File: src/rtl/salyut1_rst_pkg.sv
// salyut1_rst_pkg -- shared state encoding and rst_cause bit positions.
// Rev 1.0
`default_nettype none

package salyut1_rst_pkg;

  typedef enum logic [1:0] {
    POR  = 2'd0,
    IDLE = 2'd1,
    FULL = 2'd2,
    CPU  = 2'd3
  } rst_state_e;

  localparam int CAUSE_W   = 3;
  localparam int CAUSE_POR = 0;
  localparam int CAUSE_BTN = 1;
  localparam int CAUSE_SW  = 2;

  function automatic int max_int(input int a, input int b);
    return (a > b) ? a : b;
  endfunction

endpackage

`default_nettype wire

File: src/rtl/salyut1_debounce.sv
// salyut1_debounce -- 2-flop synchroniser plus counter debouncer for an active-low button.
// Rev 1.0
`default_nettype none

module salyut1_debounce #(
  parameter int DEBOUNCE_CYCLES = 65536
) (
  input  logic clk,
  input  logic rst_n,
  input  logic din_n,
  output logic dout,
  output logic fall_pulse
);

  localparam int              DW      = $clog2(DEBOUNCE_CYCLES) + 1;
  localparam logic [DW-1:0]   DB_LAST = DW'(DEBOUNCE_CYCLES - 1);

  logic          sync1_q;
  logic          sync2_q;
  logic          db_q;
  logic          fall_q;
  logic [DW-1:0] cnt_q;

  always_ff @(posedge clk or negedge rst_n) begin
    if (!rst_n) begin
      sync1_q <= 1'b1;
      sync2_q <= 1'b1;
      db_q    <= 1'b1;
      fall_q  <= 1'b0;
      cnt_q   <= '0;
    end else begin
      sync1_q <= din_n;
      sync2_q <= sync1_q;
      fall_q  <= 1'b0;
      // Any cycle agreeing with the accepted level restarts the stability window.
      if (sync2_q == db_q) begin
        cnt_q <= '0;
      end else if (cnt_q >= DB_LAST) begin
        db_q   <= sync2_q;
        cnt_q  <= '0;
        fall_q <= db_q;
      end else begin
        cnt_q <= cnt_q + 1'b1;
      end
    end
  end

  assign dout       = db_q;
  assign fall_pulse = fall_q;

endmodule

`default_nettype wire

File: src/rtl/salyut1_reset_req.sv
// salyut1_reset_req -- merges POR, button and software requests into full/CPU reset pulses.
// Rev 1.0
`default_nettype none

module salyut1_reset_req
  import salyut1_rst_pkg::*;
#(
  parameter int DEBOUNCE_CYCLES = 65536,
  parameter int FULL_PULSE      = 64,
  parameter int CPU_PULSE       = 16
) (
  input  logic               clk,
  input  logic               rst_n,
  input  logic               btn_rst_n,
  input  logic               sw_full_req,
  input  logic               sw_cpu_req,
  input  logic               cpu_hold,
  input  logic               cause_clr,
  output logic               full_rst,
  output logic               cpu_rst,
  output logic               rst_busy,
  output logic [CAUSE_W-1:0] rst_cause
);

  localparam int            MAXP      = max_int(FULL_PULSE, CPU_PULSE);
  localparam int            CW        = $clog2(MAXP) + 1;
  localparam logic [CW-1:0] FULL_LAST = CW'(FULL_PULSE - 1);
  localparam logic [CW-1:0] CPU_LAST  = CW'(CPU_PULSE - 1);

  rst_state_e         state_q;
  logic [CW-1:0]      cnt_q;
  logic [CW-1:0]      cnt_inc;
  logic               full_q;
  logic               cpu_q;
  logic               busy_q;
  logic [CAUSE_W-1:0] cause_q;
  logic [CAUSE_W-1:0] cause_d;
  logic               btn_db;
  logic               press;
  logic               full_req;
  logic               enter_full;

  salyut1_debounce #(
    .DEBOUNCE_CYCLES(DEBOUNCE_CYCLES)
  ) u_debounce (
    .clk       (clk),
    .rst_n     (rst_n),
    .din_n     (btn_rst_n),
    .dout      (btn_db),
    .fall_pulse(press)
  );

  assign full_req   = press | sw_full_req;
  assign enter_full = full_req & ((state_q == IDLE) | (state_q == CPU));
  assign cnt_inc    = (&cnt_q) ? cnt_q : cnt_q + 1'b1;

  // Set is applied after clear so a same-cycle source wins.
  always_comb begin
    cause_d = cause_q;
    if (cause_clr) cause_d = '0;
    if (enter_full && press)       cause_d[CAUSE_BTN] = 1'b1;
    if (enter_full && sw_full_req) cause_d[CAUSE_SW]  = 1'b1;
  end

  always_ff @(posedge clk or negedge rst_n) begin
    if (!rst_n) begin
      state_q <= POR;
      cnt_q   <= '0;
      full_q  <= 1'b1;
      cpu_q   <= 1'b0;
      busy_q  <= 1'b1;
      cause_q <= CAUSE_W'(1) << CAUSE_POR;
    end else begin
      cause_q <= cause_d;
      case (state_q)
        POR: begin
          if (cnt_q >= FULL_LAST) begin
            state_q <= IDLE;
            cnt_q   <= '0;
            full_q  <= 1'b0;
            busy_q  <= 1'b0;
          end else begin
            cnt_q <= cnt_inc;
          end
        end
        IDLE: begin
          if (full_req) begin
            state_q <= FULL;
            cnt_q   <= '0;
            full_q  <= 1'b1;
            busy_q  <= 1'b1;
          end else if (sw_cpu_req || cpu_hold) begin
            state_q <= CPU;
            cnt_q   <= '0;
            cpu_q   <= 1'b1;
            busy_q  <= 1'b1;
          end
        end
        FULL: begin
          // A held button stretches the pulse until the debounced release.
          if (cnt_q >= FULL_LAST && btn_db) begin
            state_q <= IDLE;
            cnt_q   <= '0;
            full_q  <= 1'b0;
            busy_q  <= 1'b0;
          end else begin
            cnt_q <= cnt_inc;
          end
        end
        CPU: begin
          if (full_req) begin
            state_q <= FULL;
            cnt_q   <= '0;
            full_q  <= 1'b1;
            cpu_q   <= 1'b0;
          end else if (cnt_q >= CPU_LAST && !cpu_hold) begin
            state_q <= IDLE;
            cnt_q   <= '0;
            cpu_q   <= 1'b0;
            busy_q  <= 1'b0;
          end else begin
            cnt_q <= cnt_inc;
          end
        end
        default: begin
          state_q <= POR;
          cnt_q   <= '0;
          full_q  <= 1'b1;
          cpu_q   <= 1'b0;
          busy_q  <= 1'b1;
        end
      endcase
    end
  end

  assign full_rst  = full_q;
  assign cpu_rst   = cpu_q;
  assign rst_busy  = busy_q;
  assign rst_cause = cause_q;

endmodule

`default_nettype wire

File: config.mk
export PLATFORM = sky130hd
export DESIGN_NAME = salyut1_reset_req
export DESIGN_NICKNAME = d
export VERILOG_FILES = /design/src/rtl/salyut1_rst_pkg.sv /design/src/rtl/salyut1_debounce.sv /design/src/rtl/salyut1_reset_req.sv
export SDC_FILE = /design/constraint.sdc
export NUM_CORES = 1
export LEC_CHECK = 0
export ABC_AREA = 0
export CAP_MARGIN = 30
export CELL_PAD_IN_SITES_DETAIL_PLACEMENT = 2
export CELL_PAD_IN_SITES_GLOBAL_PLACEMENT = 2
export CORE_ASPECT_RATIO = 1.75
export CORE_MARGIN = 4
export CORE_UTILIZATION = 36
export CTS_CLUSTER_DIAMETER = 30
export CTS_CLUSTER_SIZE = 8
export DETAILED_ROUTE_END_ITERATION = 7
export DONT_BUFFER_PORTS = 1
export GPL_ROUTABILITY_DRIVEN = 0
export GPL_TIMING_DRIVEN = 0
export PLACE_DENSITY = 0.7
export SLEW_MARGIN = 40
export SYNTH_ARGS = -nofsm -noshare
export SYNTH_HDL_FRONTEND = slang
export SYNTH_SLANG_ARGS = --single-unit
File: constraint.sdc
create_clock -name clk -period 2.2 [get_ports clk]
set_clock_uncertainty 0.05 [all_clocks]
set_input_delay 0.44 -clock clk [delete_from_list [all_inputs] [get_ports clk]]
set_output_delay 0.44 -clock clk [all_outputs]
set_load 0.005 [all_outputs]
# [Word-level counts from Yosys, hierarchy flattened]
# Index checks and enable logic that the tools add are counted.
[word_totals] output_inout_bits=6 in_bits=7 elab_cells=86 ff_bits=36
[op_classes] reduce_logical=17 magnitude_cmp=3 bitwise_logic=4 add_sub_neg=2 n_eq_ne=13 muxes=34
[op_table] op="7-bit 2-to-1 mux" count=7
[op_table] op="17-bit 2-to-1 mux" count=2
[op_table] op="7-bit case mux with 4 select lines" count=1
[op_table] op="17-bit by 1-bit adder with 17-bit output, second input constant" count=1
[op_table] op="17-bit by 16-bit greater-or-equal comparator with 1-bit output, second input constant" count=1
[op_table] op="1-bit 2-to-1 mux" count=13
[op_table] op="2-bit 2-to-1 mux" count=6
[op_table] op="2-bit != test, second input constant" count=4
[op_table] op="2-bit case mux with 4 select lines" count=1
[op_table] op="4-bit AND reduction" count=2
[op_table] op="7-bit by 1-bit adder with 7-bit output, second input constant" count=1
[op_table] op="7-bit by 4-bit greater-or-equal comparator with 1-bit output, second input constant" count=1
[op_table] op="7-bit by 6-bit greater-or-equal comparator with 1-bit output, second input constant" count=1
[op_table] op="7-bit AND reduction" count=1
[op_table] op="2-bit by 1-bit != test with 1-bit output, second input constant" count=3
[op_table] op="3-bit by 2-bit != test with 1-bit output, second input constant" count=2
[op_table] op="2-bit nonzero test" count=3
[op_table] op="5-bit AND reduction" count=1
[op_table] op="2-bit equality test, second input constant" count=2
[op_table] op="1-bit logical AND" count=4
[op_table] op="1-bit case mux with 4 select lines" count=1
[op_table] op="3-bit 2-to-1 mux" count=1
[op_table] op="1-bit case mux with 3 select lines" count=1
[op_table] op="3-bit AND reduction" count=1
[op_table] op="11 further kinds" count=12

# [Depth between registers and ports, before layout]
[depth] word_depth=5 ltp_mapped=9 depth_no_buf=8

# [By module]
# From an unflattened synthesis, not the netlist that was laid out.
[hier_totals] hier_cells=181 area_unflattened_um2=1868.0
[by_module_without_submodules] mod="salyut1_debounce" area_each_um2=985.9 cells_each=91 n_inst=1 seq_area_each_um2=529.3
[by_module_without_submodules] mod="salyut1_reset_req" area_each_um2=882.1 cells_each=90 n_inst=1 seq_area_each_um2=379.1

# [Worst setup path after synthesis]
# Ideal clock, no wire load.
[synth_path] kind="register to register" from="reg u_debounce.cnt_q[9]" to="reg u_debounce.cnt_q[10]" slack_ns=0.009 stages_incl_launch_ff=9 arrival_ns=2.070 n_path_buf=1 period_less_slack_ns=2.191 path_cell_list="dfrtp_1 > and4_1 > and3_1 > and3_1 > ha_1 > or3_1 > or2_1 > buf_2 > nor2_1"
[synth_between] elab_chain_len=3
[synth_rtl] item="from (decl)" line="salyut1_debounce.sv:22" rtl="logic [DW-1:0] cnt_q;"
[synth_rtl] item="from (signal assigned)" line="salyut1_debounce.sv:43" rtl="cnt_q <= cnt_q + 1'b1;"
[synth_rtl] item="17-bit by 1-bit adder with 17-bit output / 17-bit by 16-bit greater-or-equal comparator with 1-bit output (equally long branches)" line="salyut1_debounce.sv:43, salyut1_debounce.sv:38"
[synth_rtl] item="17-bit 2-to-1 mux (*)" line="salyut1_debounce.sv:38" rtl="end else if (cnt_q >= DB_LAST) begin"
[synth_rtl] item="17-bit 2-to-1 mux (*)" line="salyut1_debounce.sv:36" rtl="if (sync2_q == db_q) begin"
# Mark *: on every way between the ends. The rest lies on a longest branch, timed or not.
# A chain may end at the register's enable or synchronous reset.

# [Worst setup path in the final report]
[layout_path] from="reg u_debounce.cnt_q[12]" to="reg u_debounce.cnt_q[9]"
[layout_between] elab_chain_len=3
[layout_rtl] item="17-bit by 16-bit greater-or-equal comparator with 1-bit output" line="salyut1_debounce.sv:38"
[layout_rtl] item="17-bit 2-to-1 mux" line="salyut1_debounce.sv:38"
[layout_rtl] item="17-bit 2-to-1 mux" line="salyut1_debounce.sv:36"
# Every way passes these cells.

==> metrics.csv <==
metric,value,unit
Switching Fraction,34.3,%
Final Max Slew Viols,0,
Clk pwr share,28.7,%
CP Launch Type,register,
WL final,4930,microns
Row Count,33,
"critical path fanouts, max",5,
H-Tree Depth,2,
max_cap viols,0,
reg2reg start,u_debounce.cnt_q[12],
Fin. Hold Viols,0,
CP Buf/Inv Count,1,
Setup TNS Final,0,ps
Hold Path Class,primary input to register,
pin count of the biggest net entering global routing,37,
"FFs w/ async S/R, synth",100,%
"count leader, synth",dfrtp_1,
Longest Clk Path Bufs,2,
DR vias/cell,5.73,
synth warn,0,
leak pwr,0.899,nW
CTS Buf Count,5,
Crit. Startpoint,u_debounce.cnt_q[12],
CP required,2380,ps
"Top FF cell, synth",dfrtp_1,
drc violations,0,
fin crit share,98.1,%
initial antenna violation count,0,
Antenna Nets Post-Route,0,
area of the multi-input gates,878,sq um
DRT Pass-1 Iters,4,
final hold slack,85.4,ps
Die ar.,6160,sq um
Crit. End Element,register,
cells along the critical path,and4_4 -> and3_4 -> and3_4 -> ha_2 -> or3_4 -> or2_4 -> clkbuf_16 -> nor2_1,
First DRT Iteration DRCs,56,
worst slew pin tran,678,ps
"Avg Cell Area, Syn",10.3,sq um
share of the synthesized area in the top cell type,42.3,%
Root Driver,clkbuf_8,
Worst VDD drop,484,uV
DR WL/cell,20.0,microns
"top cells by area, synth","dfrtp_1, dfstp_2, xor2_1, nor2_1, nand3_1",
Yosys top cell by area,dfrtp_1,
die width,61.1,microns
Gate power share,25.4,%
Worst Hold Launch,btn_rst_n,
vias in the first global route,1583,
Synth Register Bits,36,
Seq. cell area,910,sq um
"Arr. time, crit path",2340,ps
PD cells,957,nW/um^2
Post-Syn Instances,172,
Synth-to-Final Area Change,22.8,%
GR Util All Layers,17.3,%
Critical-path top delay cell,dfrtp_1,
sequential area share after synthesis,51.2,%
n_diodes,0,
Worst-Skew Late Latency,290,ps
setup violators final,0,
top cell types by occurrence after synthesis,"dfrtp_1, nor2_1, nand2_1",
status,finished clean,
slowest cell delay on critical path,400,ps
layout cells sized above 1,30.3,%
f_max,463,MHz
global-route wire length before repair,7830,microns
Net Switching,0.000715,W
Internal,0.00137,W
synth unique cells,41,
Worst path top cell family by delay,simple AND/OR/NAND/NOR gates,
"Reg clk slew, reported paths",80,ps
Tot Pwr,0.00209,W
Slew HR,54.4,%
syn nets,182,
total number of vias,1416,
Starting Density,37.4,%
hpwl dp,3060,microns
Final nets,204,
GRT overflow,0,
Most Frequent Cell on Critical Path,and3_4,
sequential power share,45.9,%
minimum clock period,2160,ps
PortBufs,0,
die height,101,microns
CP Class,register to register,
Core Area,4750,sq um
clock sinks,36,
synthesized area,1770,sq um
CTS tree,yes,
Post-synth EDFFs,0,
number of I/O pins,13,
# fillers,498,
## final cells by class
cell class                      count  share of cell area [%]
Clock buffer                        5                    3.16
Buffer                              5                    2.13
Tap cell                           52                    2.99
Sequential cell                    36                    41.8
Multi-Input combinational cell    125                    40.3
Timing Repair Buffer               15                    6.66
Clock inverter                      3                    1.95
Inverter                            6                    1.03
## flip-flops by register name, indices dropped and copies added, names as in the netlist
register and cells:
u_debounce.cnt_q 17, u_debounce.fall_pulse 1, cnt_q 7, u_debounce.sync2_q 1, full_rst 1, u_debounce.dout 1, state_q 2, rst_busy 1
rst_cause 3, u_debounce.sync1_q 1, cpu_rst 1
## power by group through the flow
stage	registers [W]	clock network [W]	logic, W
floorplan	0.000907	0	0.000370
global placement	0.000947	0	0.000426
detailed placement	0.000956	0	0.000460
CTS	0.000950	0.000609	0.000509
global route	0.000978	0.000645	0.000590
finish	0.000956	0.000599	0.000530
## worst paths after layout
path | end | slack, ps | depth (start not counted)
worst max-delay path | u_debounce.cnt_q[9] | 40 | 8
worst min-delay path | u_debounce.sync1_q | 90 | 0
worst max register to register | u_debounce.cnt_q[9] | 40 | 8
worst min register to register | u_debounce.sync2_q | 310 | 0
max in group asynchronous | rst_cause[0] | 1280 | 2
min in group asynchronous | cpu_rst | 560 | 2
## per-layer routing
| layer | up-vias | routed length [microns] | track usage [%] |
|---|---|---|---|
| li1 | 653 | - | - |
| met1 | 744 | 1800 | 18.3 |
| met2 | 14 | 2980 | 32.7 |
| met3 | 5 | 88 | 2.69 |
| met4 | 0 | 59 | 5.51 |
| met5 | - | 0 | 0 |
## through the flow
| step | util, % | instance area, sq um | std cells | worst slack, ps |
|---|---|---|---|---|
| after detailed placement | 38.7 | 1840 | 224 | -284 |
| after global placement | 38.7 | 1840 | 224 | -233 |
| after floorplan | - | 1770 | 172 | 8.61 |
| final | 45.9 | 2180 | 247 | 41.7 |
| after global routing | 45.9 | 2180 | 247 | -15.6 |
| after CTS | 43.5 | 2060 | 241 | 6.92 |
## cell usage in the layout, fill, tap and decap left out, drive strengths merged, types with 2 or more instances in the layout
cell type	netlist	routed
dfrtp	30	30
nor2	25	25
buf	5	18
nand2	13	13
xor2	11	11
nand3	10	10
a21oi	8	8
dfstp	6	6
inv	6	6
clkbuf	0	6
nor3	6	6
and3	5	5
xnor2	4	4
o211ai	4	4
o21ai	4	4
o22ai	3	3
nor2b	3	3
a41oi	3	3
and4	3	3
ha	3	3
nand4	2	2
or2	2	2
o32ai	2	2
nor4	2	2
## kinds of logic (layout without fill, tap and decap cells)
kind of cell               Yosys count  in the layout  share of synthesized area [%]
and+or+nand+nor                     77             77                           22.9
buffers and inverters               11             34                           3.17
DFF                                 36             36                           51.2
muxes                                1              1                          0.635
adders and majority gates            3              3                           2.12
AOI/OAI and AO/OA                   29             29                           12.6
xor gates and xnor gates            15             15                           7.40
## timing repair
action,4_1_cts,5_1_grt
hold endpoints to repair,36,0
gates resized for setup,9,15
setup endpoints to repair,22,18
hold buffers,2,0
gates cloned,0,1
pin swaps,3,5
setup buffers,7,5
(Power assumes the default switching activity.)
